File: src/rtl/wb_pkg.sv
// Shared state encoding and funct3 load codes for the registered writeback stage.
package wb_pkg;

    typedef enum logic [0:0] {
        IDLE     = 1'b0,
        WAIT_MEM = 1'b1
    } wb_state_e;

    localparam logic [2:0] F3_LB  = 3'b000;
    localparam logic [2:0] F3_LH  = 3'b001;
    localparam logic [2:0] F3_LW  = 3'b010;
    localparam logic [2:0] F3_LD  = 3'b011;
    localparam logic [2:0] F3_LBU = 3'b100;
    localparam logic [2:0] F3_LHU = 3'b101;
    localparam logic [2:0] F3_LWU = 3'b110;

endpackage

File: src/rtl/wb_load_fmt.sv
// Combinational load formatter: selects byte/half/word from an aligned memory word
// and sign- or zero-extends it to XLEN according to funct3.
module wb_load_fmt
    import wb_pkg::*;
#(
    parameter int XLEN = 32
) (
    input  logic [2:0]      funct3,
    input  logic [2:0]      offset,
    input  logic [XLEN-1:0] raw,
    output logic [XLEN-1:0] fmt_data
);

    logic [7:0]  sel_b;
    logic [15:0] sel_h;
    logic [31:0] sel_w;

    // The extension bit is the lane's MSB only for signed loads; the signed cast then widens.
    function automatic logic [XLEN-1:0] ext8(input logic [7:0] v, input logic sgn);
        logic signed [8:0] t;
        t = {sgn & v[7], v};
        return XLEN'(t);
    endfunction

    function automatic logic [XLEN-1:0] ext16(input logic [15:0] v, input logic sgn);
        logic signed [16:0] t;
        t = {sgn & v[15], v};
        return XLEN'(t);
    endfunction

    function automatic logic [XLEN-1:0] ext32(input logic [31:0] v, input logic sgn);
        logic signed [32:0] t;
        t = {sgn & v[31], v};
        return XLEN'(t);
    endfunction

    generate
        if (XLEN == 64) begin : g_x64
            always_comb begin
                sel_b = raw[{offset, 3'b000} +: 8];
                sel_h = raw[{offset[2:1], 4'b0000} +: 16];
                sel_w = raw[{offset[2], 5'b00000} +: 32];
            end
        end else begin : g_x32
            logic unused_off2;
            assign unused_off2 = offset[2];
            always_comb begin
                sel_b = raw[{offset[1:0], 3'b000} +: 8];
                sel_h = raw[{offset[1], 4'b0000} +: 16];
                sel_w = raw[31:0];
            end
        end
    endgenerate

    always_comb begin
        fmt_data = raw;
        case (funct3)
            F3_LB:   fmt_data = ext8(sel_b, 1'b1);
            F3_LBU:  fmt_data = ext8(sel_b, 1'b0);
            F3_LH:   fmt_data = ext16(sel_h, 1'b1);
            F3_LHU:  fmt_data = ext16(sel_h, 1'b0);
            F3_LW:   fmt_data = ext32(sel_w, 1'b1);
            F3_LWU:  fmt_data = ext32(sel_w, 1'b0);
            F3_LD:   fmt_data = raw;
            default: fmt_data = raw;
        endcase
    end

endmodule

File: src/rtl/wb_unit.sv
// Registered writeback stage with variable-latency load handshake and timeout.
// Optional macro WB_RETIRE_CNT_EN adds a 64-bit retired-instruction counter output.
module wb_unit
    import wb_pkg::*;
#(
    parameter int XLEN        = 32,
    parameter int REG_ADDR_W  = 5,
    parameter int PC_INC      = 4,
    parameter int MEM_TIMEOUT = 15,
    parameter int TO_W        = $clog2(MEM_TIMEOUT + 1)
) (
    input  logic                  clk,
    input  logic                  rst_n,
    input  logic                  in_valid,
    output logic                  in_ready,
    input  logic                  in_regwrite,
    input  logic                  in_memtoreg,
    input  logic                  in_jal,
    input  logic                  in_jalr,
    input  logic [2:0]            in_funct3,
    input  logic [REG_ADDR_W-1:0] in_rd,
    input  logic [XLEN-1:0]       in_alu_result,
    input  logic [XLEN-1:0]       in_pc,
    input  logic                  mem_rvalid,
    input  logic [XLEN-1:0]       mem_rdata,
    output logic                  rf_we,
    output logic [REG_ADDR_W-1:0] rf_waddr,
    output logic [XLEN-1:0]       rf_wdata,
    output logic                  mem_err
`ifdef WB_RETIRE_CNT_EN
    ,
    output logic [63:0]           retire_cnt
`endif
);

    localparam logic [TO_W-1:0] TO_LAST = TO_W'(MEM_TIMEOUT - 1);

    wb_state_e             state_q, state_d;
    logic [TO_W-1:0]       cnt_q, cnt_d;

    logic [REG_ADDR_W-1:0] rd_p1;
    logic                  regwrite_p1;
    logic [2:0]            f3_p1;
    logic [2:0]            off_p1;

    logic                  cap_en;
    logic                  done_p0;
    logic                  err_p0;
    logic                  vld_p0;
    logic                  regwrite_p0;
    logic [REG_ADDR_W-1:0] addr_p0;
    logic [XLEN-1:0]       data_p0;
    logic [2:0]            fmt_f3;
    logic [2:0]            fmt_off;
    logic [XLEN-1:0]       fmt_data;
    logic [XLEN-1:0]       link_val;

    assign in_ready = (state_q == IDLE);
    assign link_val = in_pc + XLEN'(PC_INC);

    wb_load_fmt #(
        .XLEN (XLEN)
    ) u_load_fmt (
        .funct3   (fmt_f3),
        .offset   (fmt_off),
        .raw      (mem_rdata),
        .fmt_data (fmt_data)
    );

    // One formatter is shared: it sees the live instruction in IDLE, the captured load in WAIT_MEM.
    always_comb begin
        state_d     = state_q;
        cnt_d       = cnt_q;
        cap_en      = 1'b0;
        done_p0     = 1'b0;
        err_p0      = 1'b0;
        fmt_f3      = in_funct3;
        fmt_off     = in_alu_result[2:0];
        regwrite_p0 = in_regwrite;
        addr_p0     = in_rd;
        data_p0     = in_alu_result;

        case (state_q)
            IDLE: begin
                if (in_valid) begin
                    if (in_memtoreg && !mem_rvalid) begin
                        state_d = WAIT_MEM;
                        cnt_d   = '0;
                        cap_en  = 1'b1;
                    end else begin
                        done_p0 = 1'b1;
                        if (in_memtoreg) begin
                            data_p0 = fmt_data;
                        end else if (in_jal || in_jalr) begin
                            data_p0 = link_val;
                        end
                    end
                end
            end
            WAIT_MEM: begin
                fmt_f3      = f3_p1;
                fmt_off     = off_p1;
                regwrite_p0 = regwrite_p1;
                addr_p0     = rd_p1;
                data_p0     = fmt_data;
                // Data arriving on the final allowed cycle still wins over the abort.
                if (mem_rvalid) begin
                    done_p0 = 1'b1;
                    state_d = IDLE;
                end else if (cnt_q == TO_LAST) begin
                    err_p0  = 1'b1;
                    state_d = IDLE;
                end else begin
                    cnt_d = cnt_q + 1'b1;
                end
            end
            default: state_d = IDLE;
        endcase

        vld_p0 = done_p0 && regwrite_p0 && (addr_p0 != '0);
    end

    // Stage boundary: control state and captured load fields.
    always_ff @(posedge clk or negedge rst_n) begin
        if (!rst_n) begin
            state_q     <= IDLE;
            cnt_q       <= '0;
            rd_p1       <= '0;
            regwrite_p1 <= 1'b0;
            f3_p1       <= '0;
            off_p1      <= '0;
        end else begin
            state_q <= state_d;
            cnt_q   <= cnt_d;
            if (cap_en) begin
                rd_p1       <= in_rd;
                regwrite_p1 <= in_regwrite;
                f3_p1       <= in_funct3;
                off_p1      <= in_alu_result[2:0];
            end
        end
    end

    // Stage boundary: register-file write port and error pulse.
    always_ff @(posedge clk or negedge rst_n) begin
        if (!rst_n) begin
            rf_we    <= 1'b0;
            rf_waddr <= '0;
            rf_wdata <= '0;
            mem_err  <= 1'b0;
        end else begin
            rf_we   <= vld_p0;
            mem_err <= err_p0;
            if (vld_p0) begin
                rf_waddr <= addr_p0;
                rf_wdata <= data_p0;
            end
        end
    end

`ifdef WB_RETIRE_CNT_EN
    // Stage boundary: retirement count, including suppressed rd=0 writes.
    always_ff @(posedge clk or negedge rst_n) begin
        if (!rst_n) begin
            retire_cnt <= '0;
        end else if (done_p0) begin
            retire_cnt <= retire_cnt + 64'd1;
        end
    end
`endif

endmodule

File: config.mk
export PLATFORM = sky130hd
export DESIGN_NAME = wb_unit
export DESIGN_NICKNAME = d
export VERILOG_FILES = /design/src/rtl/wb_pkg.sv /design/src/rtl/wb_load_fmt.sv /design/src/rtl/wb_unit.sv
export SDC_FILE = /design/constraint.sdc
export NUM_CORES = 1
export LEC_CHECK = 0
export ABC_AREA = 1
export CORE_ASPECT_RATIO = 0.7
export CORE_MARGIN = 4
export CORE_UTILIZATION = 40
export CTS_BUF_LIST = sky130_fd_sc_hd__clkbuf_4
export CTS_CLUSTER_DIAMETER = 50
export DETAILED_ROUTE_END_ITERATION = 10
export PLACE_DENSITY = 0.72
export SETUP_SLACK_MARGIN = 0.4
export SLEW_MARGIN = 10
export SYNTH_ARGS = -nofsm -noshare
export SYNTH_HDL_FRONTEND = slang
export SYNTH_HIERARCHICAL = 1
export SYNTH_SLANG_ARGS = --single-unit
File: constraint.sdc
create_clock -name clk -period 2.38 [get_ports clk]
set_input_delay 0.476 -clock clk [delete_from_list [all_inputs] [get_ports clk]]
set_output_delay 0.476 -clock clk [all_outputs]
set_load 0.05 [all_outputs]
; ---- Yosys cells after proc, flatten, opt, wreduce, memory -nomap -nowiden
; Index checks and enable logic that the tools add are counted.
[op_classes]
n_addsub = 2
eq_ne = 8
n_shift = 2
muxes = 28
bitwise_logic = 1
n_reduce_logical = 8
[ops]
columns = op, n
row1 = $mux 32, 4
row2 = $pmux 32 s4, 1
row3 = $pmux 32 s2, 1
row4 = $add 32x3->32 const B, 1
row5 = $shiftx 32x6->16, 1
row6 = $shiftx 32x6->8, 1
row7 = $mux 4, 4
row8 = $mux 1, 12
row9 = $pmux 4 s2, 1
row10 = $eq 3x3->1 const B, 2
row11 = $ne 2x2->1 const B, 3
row12 = $mux 5, 1
row13 = $reduce_bool 5->1, 1
row14 = $add 4x1->4 const B, 1
row15 = $eq 4x4->1 const B, 1
row16 = $pmux 1 s2, 2
row17 = $reduce_and 4->1, 1
row18 = $eq 3x1->1 const B, 1
row19 = $logic_and 1x1->1, 3
row20 = $logic_not 3->1, 1
row21 = $mux 3, 1
row22 = $mux 2, 1
row23 = $ne 2x1->1 const B, 1
row24 = $logic_not 1->1, 1
row25 = other kinds (2), 2
[totals]
regBits = 55
out_inout_bits = 40
elab_cells = 59

; ---- Depth between registers and ports, before layout
; Gate-level depths: netlist (run 1).
[logic_depth]
ltp_word = 7
mapped_depth = 17

; ---- Cells and area by module
; The synthesis (run 1) kept the hierarchy.
[by_module_without_submodules]
columns = mod, instances, cells_per_inst, area_each_um2
row1 = wb_unit, 1, 722, 4352.9
row2 = wb_load_fmt, 1, 157, 859.6

; ---- Worst setup path after synthesis (run 1)
; OpenSTA, ideal clock, no wires.
[synth_path]
path_type = register to register
from = reg state_q
to = reg rf_wdata[30]
arrival_ns = 2.183
required_time_ns = 2.262
slack_ns = 0.080
path_stages_with_launch = 18
n_path_buf = 3
path_cell_list = dfrtp_1 buf_4 clkbuf_1 nand2_1 nand2_1 inv_2 nand2_1 nand3_1 nand2_1 nand2_2 buf_6 nand3_2 a221oi_1 nand2_1 o21ai_0 nand2_1 nand2_1 nand2_1
[synth_via]
elab_chain_cells = 7
[synth_rtl]
columns = item, line_no
row1 = from (decl), wb_unit.sv:38  ; wb_state_e state_q, state_d;
row2 = from (signal assigned), wb_unit.sv:133  ; state_q <= state_d;
row3 = $mux 2 *, wb_unit.sv:83  ; case (state_q)
row4 = net fmt_off[1], wb_unit.sv:54  ; logic [2:0] fmt_off;
row5 = $shiftx 32x6->16 or $shiftx 32x6->8 (tied branches), "wb_load_fmt.sv:49, wb_load_fmt.sv:48"
row6 = $pmux 32 s4 *, wb_load_fmt.sv:57  ; case (funct3)
row7 = net fmt_data[30], wb_unit.sv:55  ; logic [XLEN-1:0] fmt_data;
row8 = $mux 32, wb_unit.sv:92  ; if (in_memtoreg) begin
row9 = $mux 32, wb_unit.sv:86  ; if (in_memtoreg && !mem_rvalid) begin
row10 = $mux 32, wb_unit.sv:85  ; if (in_valid) begin
row11 = $pmux 32 s2 *, wb_unit.sv:83
row12 = to (signal assigned), wb_unit.sv:156  ; rf_wdata <= data_p0;
row13 = to (decl), wb_unit.sv:28  ; output logic [XLEN-1:0] rf_wdata,
; Mark *: on every way through the listed nets, which the timed path passes. The rest lies on a longest branch.
; A chain may end at the register's enable or synchronous reset.

; ---- Worst setup path after layout (run 1)
[layout_path]
from = reg state_q
to = reg rf_wdata[0]
[layout_via]
elab_chain_cells = 7
[layout_rtl]
columns = item, line_no
row1 = $mux 3 *, wb_unit.sv:83
row2 = net fmt_f3[0], wb_unit.sv:53  ; logic [2:0] fmt_f3;
row3 = "$eq 3x3->1, or another cell as far along", wb_load_fmt.sv:57
row4 = $pmux 32 s4 *, wb_load_fmt.sv:57
row5 = net fmt_data[0], wb_unit.sv:55
row6 = $mux 32, wb_unit.sv:92
row7 = $mux 32, wb_unit.sv:86
row8 = $mux 32, wb_unit.sv:85
row9 = $pmux 32 s2 *, wb_unit.sv:83
; Marked as above.

==> results of run 1 <==
==> cell usage in the layout, fill, tap and decap left out, types with 4 or more instances in the layout <==
cell type and n:
nor2_1 89, nand2_1 323, nand3_4 6, inv_1 66
a21o_1 4, buf_4 90, dfrtp_1 55, nand2_2 10
nand4_1 8, xor2_1 5, o21ai_1 16, a21oi_1 30
buf_12 6, nor2_4 5, clkdlybuf4s50_1 109, inv_2 6
a221oi_2 9, o21ai_0 43, nand2_4 7, nand3_1 57
o211ai_1 10, nand3_2 22, or2_2 7, nor3_1 4
a21oi_2 7, dlygate4sd2_1 39, buf_6 6, clkbuf_4 5
nor2_2 13
==> final cells by class <==
cell class              instances  area [um^2]
diodes                          1         2.50
clock buffers                   5         37.5
clock inverters                 3         27.5
fillers                      1189         4610
inverters                      76          293
multi-input cells             705         3640
flip-flops and latches         55         1380
well taps                     162          203
repair buffers                255         2360
==> sequential cells by signal (all words and copies together) (netlist names) <==
| name | cells |
|---|---|
| rf_wdata | 32 |
| rd_p1 | 5 |
| rf_waddr | 5 |
| cnt_q | 4 |
| f3_p1 | 3 |
| off_p1 | 2 |
| mem_err | 1 |
| regwrite_p1 | 1 |
| rf_we | 1 |
| state_q | 1 |
==> metal layers <==
metal,wire length (um),global-route usage (%),up-vias
li1,-,-,3280
met1,11100,47.3,3075
met2,8580,40.9,322
met3,2160,6.12,29
met4,473,6.30,0
met5,0,0,-
==> per-stage QoR <==
| step | util [%] | total power, uW | hold WS [ns] | TNS, ns |
|---|---|---|---|---|
| after global placement | 59.8 | 3940 | 0.462 | -0.899 |
| after CTS | 62.0 | 4380 | 0.0508 | 0 |
| after detailed placement | 59.8 | 3960 | 0.466 | -1.71 |
| after floorplan | - | 2870 | 0.180 | 0 |
| after global routing | 63.2 | 4700 | 0.0470 | 0 |
| final | 63.2 | 4450 | 0.0328 | 0 |
==> power breakdown <==
group          switching, uW  internal [uW]
registers                165           1180
logic                   1710            914
clock network            355            125
==> how the worst max path moves through the flow <==
stage	to	slack, ns	depth (start not counted)
3_3_place_gp	rf_wdata[26]	-0.08	14
2_1_floorplan	rf_wdata[30]	0.27	16
4_1_cts	rf_wdata[0]	0.34	11
3_5_place_dp	rf_wdata[0]	-0.13	10
5_1_grt	rf_wdata[20]	0.17	14
6_report	rf_wdata[0]	0.28	11
==> what timing repair did <==
item	4_1_cts	5_1_grt
setup endpoints to repair	72	32
pin swaps	14	25
resized for setup	77	35
buffers inserted	7	3
gates cloned	2	0
==> critical path: stages (launching register included) <==
cell	delay, ns
dfrtp_1	0.47
buf_6	0.17
nand2_2	0.07
o21ai_4	0.07
buf_4	0.14
nor2_2	0.26
nand4_1	0.17
nand3_1	0.23
nand2_1	0.09
o211ai_1	0.09
nand3_1	0.09
a31oi_1	0.16
==> impl_metrics.ini, run 1 <==
[die]
die_y_um = 103
initial_core_util_pct = 41.2
pin_count = 152
rows = 34
die_w_um = 144
die_area_um2 = 14800
core_area_um2 = 12500

[clock_network]
clk_latency_ns = 0.42
cts_sinks = 55
clockRootBuffer = clkbuf_4
cts_hold_buffers = 0
clk_pin_slew_worst_paths_ns = 0.20
cts_max_level = 2
cts_tree = built
clock_path_buffers = 2
cts_buffers = 5

[run]
maxCapViolCount = 0

[placed_design]
port_buffers = 151
gp_congestion = 0.990
placed_area_um2 = 7510
dp_hpwl_um = 18000
place_ws_ns = -0.128
dpl.cell_count = 1241

[drt]
vias_per_cell = 5.31
vias = 6706
drt_iter0_drc = 648
first_pass_iters = 6
route.detailed.drc = 0
ant_nets = 0
avgRoutedWirePerCell_um = 17.7
drt-total-wl_um = 22300

[setup_path]
worst_r2r_path_depth = 11
critPathLaunch = state_q
required_ns = 2.72
crit_path_end_kind = flop
crit_arrival_ns = 2.44
worst-setup-path-type = reg -> reg
path_max_fanout = 7
critPathLaunchType = flop
reg2reg_to = rf_wdata[0]
r2r_slack_ns = 0.28
r2r-start = state_q

[global_routing]
antenna_found_initial = 0
grt_overflow = 0
grt_pass1_wl_um = 34100
grt_max_degree = 56
first_global_vias = 6191
gr-usage-all-layers_pct = 29.8

[timing]
fin_crit_sh_pct = 88.2
fin_ws_ns = 0.280
relSlewSlack_pct = 63.1
max_freq_mhz = 476
fin_crit_ns = 2.10
clock_skew_ns = 0.0238
setup_violations = 0
slew_violations = 0
worst_pin_slew_ns = 0.555
rsz0062_at_grt = yes
hold_viol = 0

[power]
irDropWorstVdd_mv = 0.357
power.leakage_uw = 0.00402
powerDensity_nw_per_um2 = 561

[cells_and_area]
final_cell_area_um2 = 7940
instances_no_fill = 1262
drive_gt1_share_pct = 19.9
finalNetCount = 1213
area_growth_pct = 53.5

[synthesis]
syn_area_per_cell_um2 = 5.92
yosys_warnings = 6
netlist_instances = 873
netlist_area_um2 = 5170
syn-num-nets = 988

[outcome]
outcome = complete, no violations

[worst_hold_path]
hold_path_class = in -> async
No activity file was read; power rests on OpenSTA's default activity.
==> run 2, diff against run 1 <==
- SKIP_CTS_REPAIR_TIMING: default -> 1
==> impl_metrics.ini, run 2 (same netlist as run 1, synthesis figures left out) <==
[outcome]
outcome = complete, no violations

[placed_design]
dp_hpwl_um = 18000
port_buffers = 151
place_ws_ns = -0.128
gp_congestion = 0.990

[die]
pin_count = 152
core_area_um2 = 12500
die_area_um2 = 14800
die_y_um = 103
initial_core_util_pct = 41.2
rows = 34
die_w_um = 144

[setup_path]
critPathLaunchType = flop
worst_r2r_path_depth = 11
path_cells = buf_8 -> nand2_1 -> o21ai_4 -> buf_4 -> nor2_2 -> nand4_1 -> nand3_1 -> nand2_1 -> o211ai_1 -> nand3_1 -> a31oi_1
path_max_fanout = 7
crit_arrival_ns = 2.47
cp_slowest_cell = dfrtp_2
required_ns = 2.72
r2r-start = state_q
reg2reg_to = rf_wdata[0]
r2r_slack_ns = 0.25
critical_path.top_delay_family = simple AND/OR/NAND/NOR gates
max_stage_delay_ns = 0.49
worst-setup-path-type = reg -> reg
crit_buf_inv = 2
crit_path_end_kind = flop

[power]
power.leakage_uw = 0.00432
powerDensity_nw_per_um2 = 570
irDropWorstVdd_mv = 0.288

[cells_and_area]
largest_register_ffs = 32
multi_input_area_um2 = 3540
reg.largest.list = rf_wdata x32, rd_p1 x5, rf_waddr x5
largest_register = rf_wdata
drive_gt1_share_pct = 18.4
area_growth_pct = 53.1
finalNetCount = 1208
final_cell_mix = nand2_1 (327), clkdlybuf4s50_1 (110), nor2_1 (96)
fill_cells = 1178
final_common_cell = nand2_1
ff_latch_area_um2 = 1380

[timing]
hold_viol = 0
clock_skew_ns = 0.0171
max_freq_mhz = 469
rsz0062_at_grt = yes
fin_ws_ns = 0.247
fin_crit_sh_pct = 89.6
finalSetupTns_ns = 0
fin_crit_ns = 2.13
relSlewSlack_pct = 61.6
worst_pin_slew_ns = 0.575
slew_violations = 0
setup_violations = 0

[clock_network]
clk_latency_ns = 0.41
clock_path_buffers = 2
clockRootBuffer = clkbuf_4
clk_pin_slew_worst_paths_ns = 0.19
cts_tree = built
cts_buffers = 5
cts_sinks = 55
cts_max_level = 2

[drt]
avgRoutedWirePerCell_um = 17.8
first_pass_iters = 6
vias = 6703
drt-total-wl_um = 22300
vias_per_cell = 5.33
route.detailed.drc = 0
drt_iter0_drc = 634
ant_nets = 0

[run]
maxCapViolCount = 0

[global_routing]
grt_pass1_wl_um = 33600
antenna_found_initial = 1
first_global_vias = 6068
grt_max_degree = 56
grt_overflow = 0
gr-usage-all-layers_pct = 29.4

[worst_hold_path]
hold_path_class = in -> async
-- run 2: changes by cell type in the layout (fill, tap and decap cells not counted), moves of 3 or more --
cell / change
nand3_4: -6
nor2_1: +7
buf_6: -4
nor2_2: -6
nand2_2: -3
dlymetal6s2s_1: +38
nand3_2: +4
dlygate4sd2_1: -39
nand2_1: +4
-- run 2: cell type report --
type / instances / share of cell area [%]
multi-input cells: 705 / 44.8
repair buffers: 250 / 30.8
flip-flops and latches: 55 / 17.4
inverters: 76 / 3.67
well taps: 162 / 2.56
clock buffers: 5 / 0.474
clock inverters: 3 / 0.348
diodes: 1 / 0.0316
-- run 2: how the worst max path moves through the flow --
stage,from,to,slack (ns),cells after the start
global placement,in_funct3[1],rf_wdata[26],-0.08,14
detailed placement,in_funct3[1],rf_wdata[0],-0.13,10
global route,state_q,rf_wdata[22],0.17,14
floorplan,state_q,rf_wdata[30],0.27,16
finish,state_q,rf_wdata[0],0.25,11
CTS,state_q,rf_wdata[0],0.19,10
-- run 2: metal layers --
| layer | wire length (um) | vias up | global-route usage, % |
|---|---|---|---|
| met5 | 0 | - | 0 |
| met4 | 469 | 0 | 5.57 |
| met1 | 10700 | 3059 | 47.5 |
| met3 | 2490 | 32 | 5.38 |
| li1 | - | 3269 | - |
| met2 | 8610 | 343 | 40.1 |
-- run 2: power by group --
| group | switching, uW | leakage [uW] | total [uW] | internal (uW) |
|---|---|---|---|---|
| clock network | 349 | 0.0000333 | 474 | 125 |
| registers | 165 | 0.000683 | 1350 | 1180 |
| logic | 1690 | 0.00361 | 2690 | 1000 |
-- run 2: per-stage QoR --
| step | hold slack (ns) | cells | utilization, % | total power, uW | instance area, um^2 |
|---|---|---|---|---|---|
| floorplan | 0.180 | 873 | - | 2870 | 5270 |
| CTS | 0.0508 | 1249 | 60.3 | 4430 | 7570 |
| detailed placement | 0.466 | 1241 | 59.8 | 3960 | 7510 |
| finish | 0.0415 | 1257 | 63.1 | 4510 | 7920 |
| global route | 0.0451 | 1257 | 63.1 | 4770 | 7920 |
| global placement | 0.462 | 1241 | 59.8 | 3940 | 7510 |
==> run 3, diff against run 2 <==
- GPL_ROUTABILITY_DRIVEN: default -> 0
==> impl_metrics.ini, run 3 (same netlist as run 1, synthesis figures left out) <==
[power]
irDropWorstVdd_mv = 0.367
powerDensity_nw_per_um2 = 587
power_uw = 4670
power.leakage_uw = 0.00433

[setup_path]
required_ns = 2.70
crit_arrival_ns = 2.42
crit_path_end_kind = flop
worst-setup-path-type = reg -> reg
cp_slowest_cell = dfrtp_2
path_max_fanout = 9
max_stage_delay_ns = 0.51
crit_buf_inv = 2
critPathLaunchType = flop
path_cells = buf_12 -> o21ai_4 -> nor2_1 -> buf_4 -> o211ai_1 -> nand3_1 -> a221oi_1 -> a21o_1 -> nand2_1
critical_path.top_delay_family = compound AO/OA/AOI/OAI gates

[drt]
ant_nets = 0
drt-met1-wl_um = 9760
drt_iter0_drc = 835
avgRoutedWirePerCell_um = 17.3
route.met2.wl_um = 8650
wl_met3_um = 2700
vias_per_cell = 5.44
first_pass_iters = 6
route.detailed.drc = 0
top_layer = met4
drt-total-wl_um = 21600
vias = 6802

[timing]
max_freq_mhz = 476
fin_hold_ws_ns = 0.0256
rsz0062_at_grt = yes
finalSetupTns_ns = 0
fin_crit_sh_pct = 88.3
worst_pin_slew_ns = 0.586
relSlewSlack_pct = 61.0
hold_viol = 0
fin_ws_ns = 0.278
setup_violations = 0
fin_crit_ns = 2.10
clock_skew_ns = 0.0128
slew_violations = 0

[global_routing]
grt_max_degree = 35
gr-usage-all-layers_pct = 27.8
first_global_vias = 6077
grt_overflow = 0
grt_pass1_wl_um = 32200
antenna_found_initial = 1

[cells_and_area]
fill_cells = 1137
reg.largest.list = rf_wdata x32, rd_p1 x5, rf_waddr x5
largest_register = rf_wdata
multi_input_area_um2 = 3500
ff_latch_area_um2 = 1380
instances_no_fill = 1250
area_growth_pct = 53.7
final_cell_mix = nand2_1 (328), clkdlybuf4s50_1 (110), nor2_1 (96)
largest_register_ffs = 32
final_common_cell = nand2_1
drive_gt1_share_pct = 17.2
finalNetCount = 1201

[die]
initial_core_util_pct = 41.2
die_w_um = 144
die_area_um2 = 14800
pin_count = 152
rows = 34
core_area_um2 = 12500
die_y_um = 103

[placed_design]
dp_hpwl_um = 16400
dpl.cell_count = 1220
place_ws_ns = -0.121
port_buffers = 151

[clock_network]
clk_pin_slew_worst_paths_ns = 0.18
cts_max_level = 2
clockRootBuffer = clkbuf_4
cts_buffers = 5
cts_sinks = 55
cts_tree = built
clock_path_buffers = 2
clk_latency_ns = 0.42

[worst_hold_path]
hold_path_class = in -> async

[run]
maxCapViolCount = 0

[outcome]
outcome = complete, no violations
## run 3: cell count changes in the layout (fill, tap and decap cells not counted), sizes merged
cell      before  now
buf          101   94
bufinv         0    1
clkbuf         5    7
inv           76   75
clkinvlp       1    0
nand2        342  341
## run 3: final timing paths
| kind | startpoint | endpoint | slack (ns) | cells after the start |
|---|---|---|---|---|
| setup / recovery | state_q | rf_wdata[11] | 0.28 | 9 |
| hold / removal | rst_n | rf_wdata[27] | 0.03 | 1 |
| setup reg to reg | state_q | rf_wdata[11] | 0.28 | 9 |
| hold reg to reg | rf_wdata[29] | rf_wdata[29] | 0.50 | 2 |
| max in group asynchronous | rst_n | state_q | 1.75 | 2 |
| min in group clk | rf_wdata[29] | rf_wdata[29] | 0.50 | 2 |
## run 3: final cells by class
type                       instances  area share [%]
tap                              162            2.55
clock buffer                       6           0.567
inverter                          76            3.81
multi-input combinational        704            44.1
antenna                            1          0.0315
sequential                        55            17.3
clock inverter                     2           0.488
timing repair buffer             244            31.1
## run 3: power breakdown
part | leakage, uW | switching (uW) | total, uW | internal (uW)
Combinational | 0.00360 | 1690 | 2720 | 1030
Clock | 0.0000463 | 349 | 586 | 237
Sequential | 0.000683 | 180 | 1360 | 1180
## run 3: per-stage QoR
stage	utilization [%]	cell area (um^2)
detailed placement	58.5	7340
floorplan	-	5270
global route	63.3	7950
finish	63.3	7950
global placement	58.5	7340
CTS	59.1	7420
## run 3: routing by layer
metal | track usage (%) | vias up
met1 | 41.7 | 3083
met3 | 7.56 | 51
met5 | 0 | -
met2 | 40.6 | 424
li1 | - | 3244
met4 | 4.41 | 0
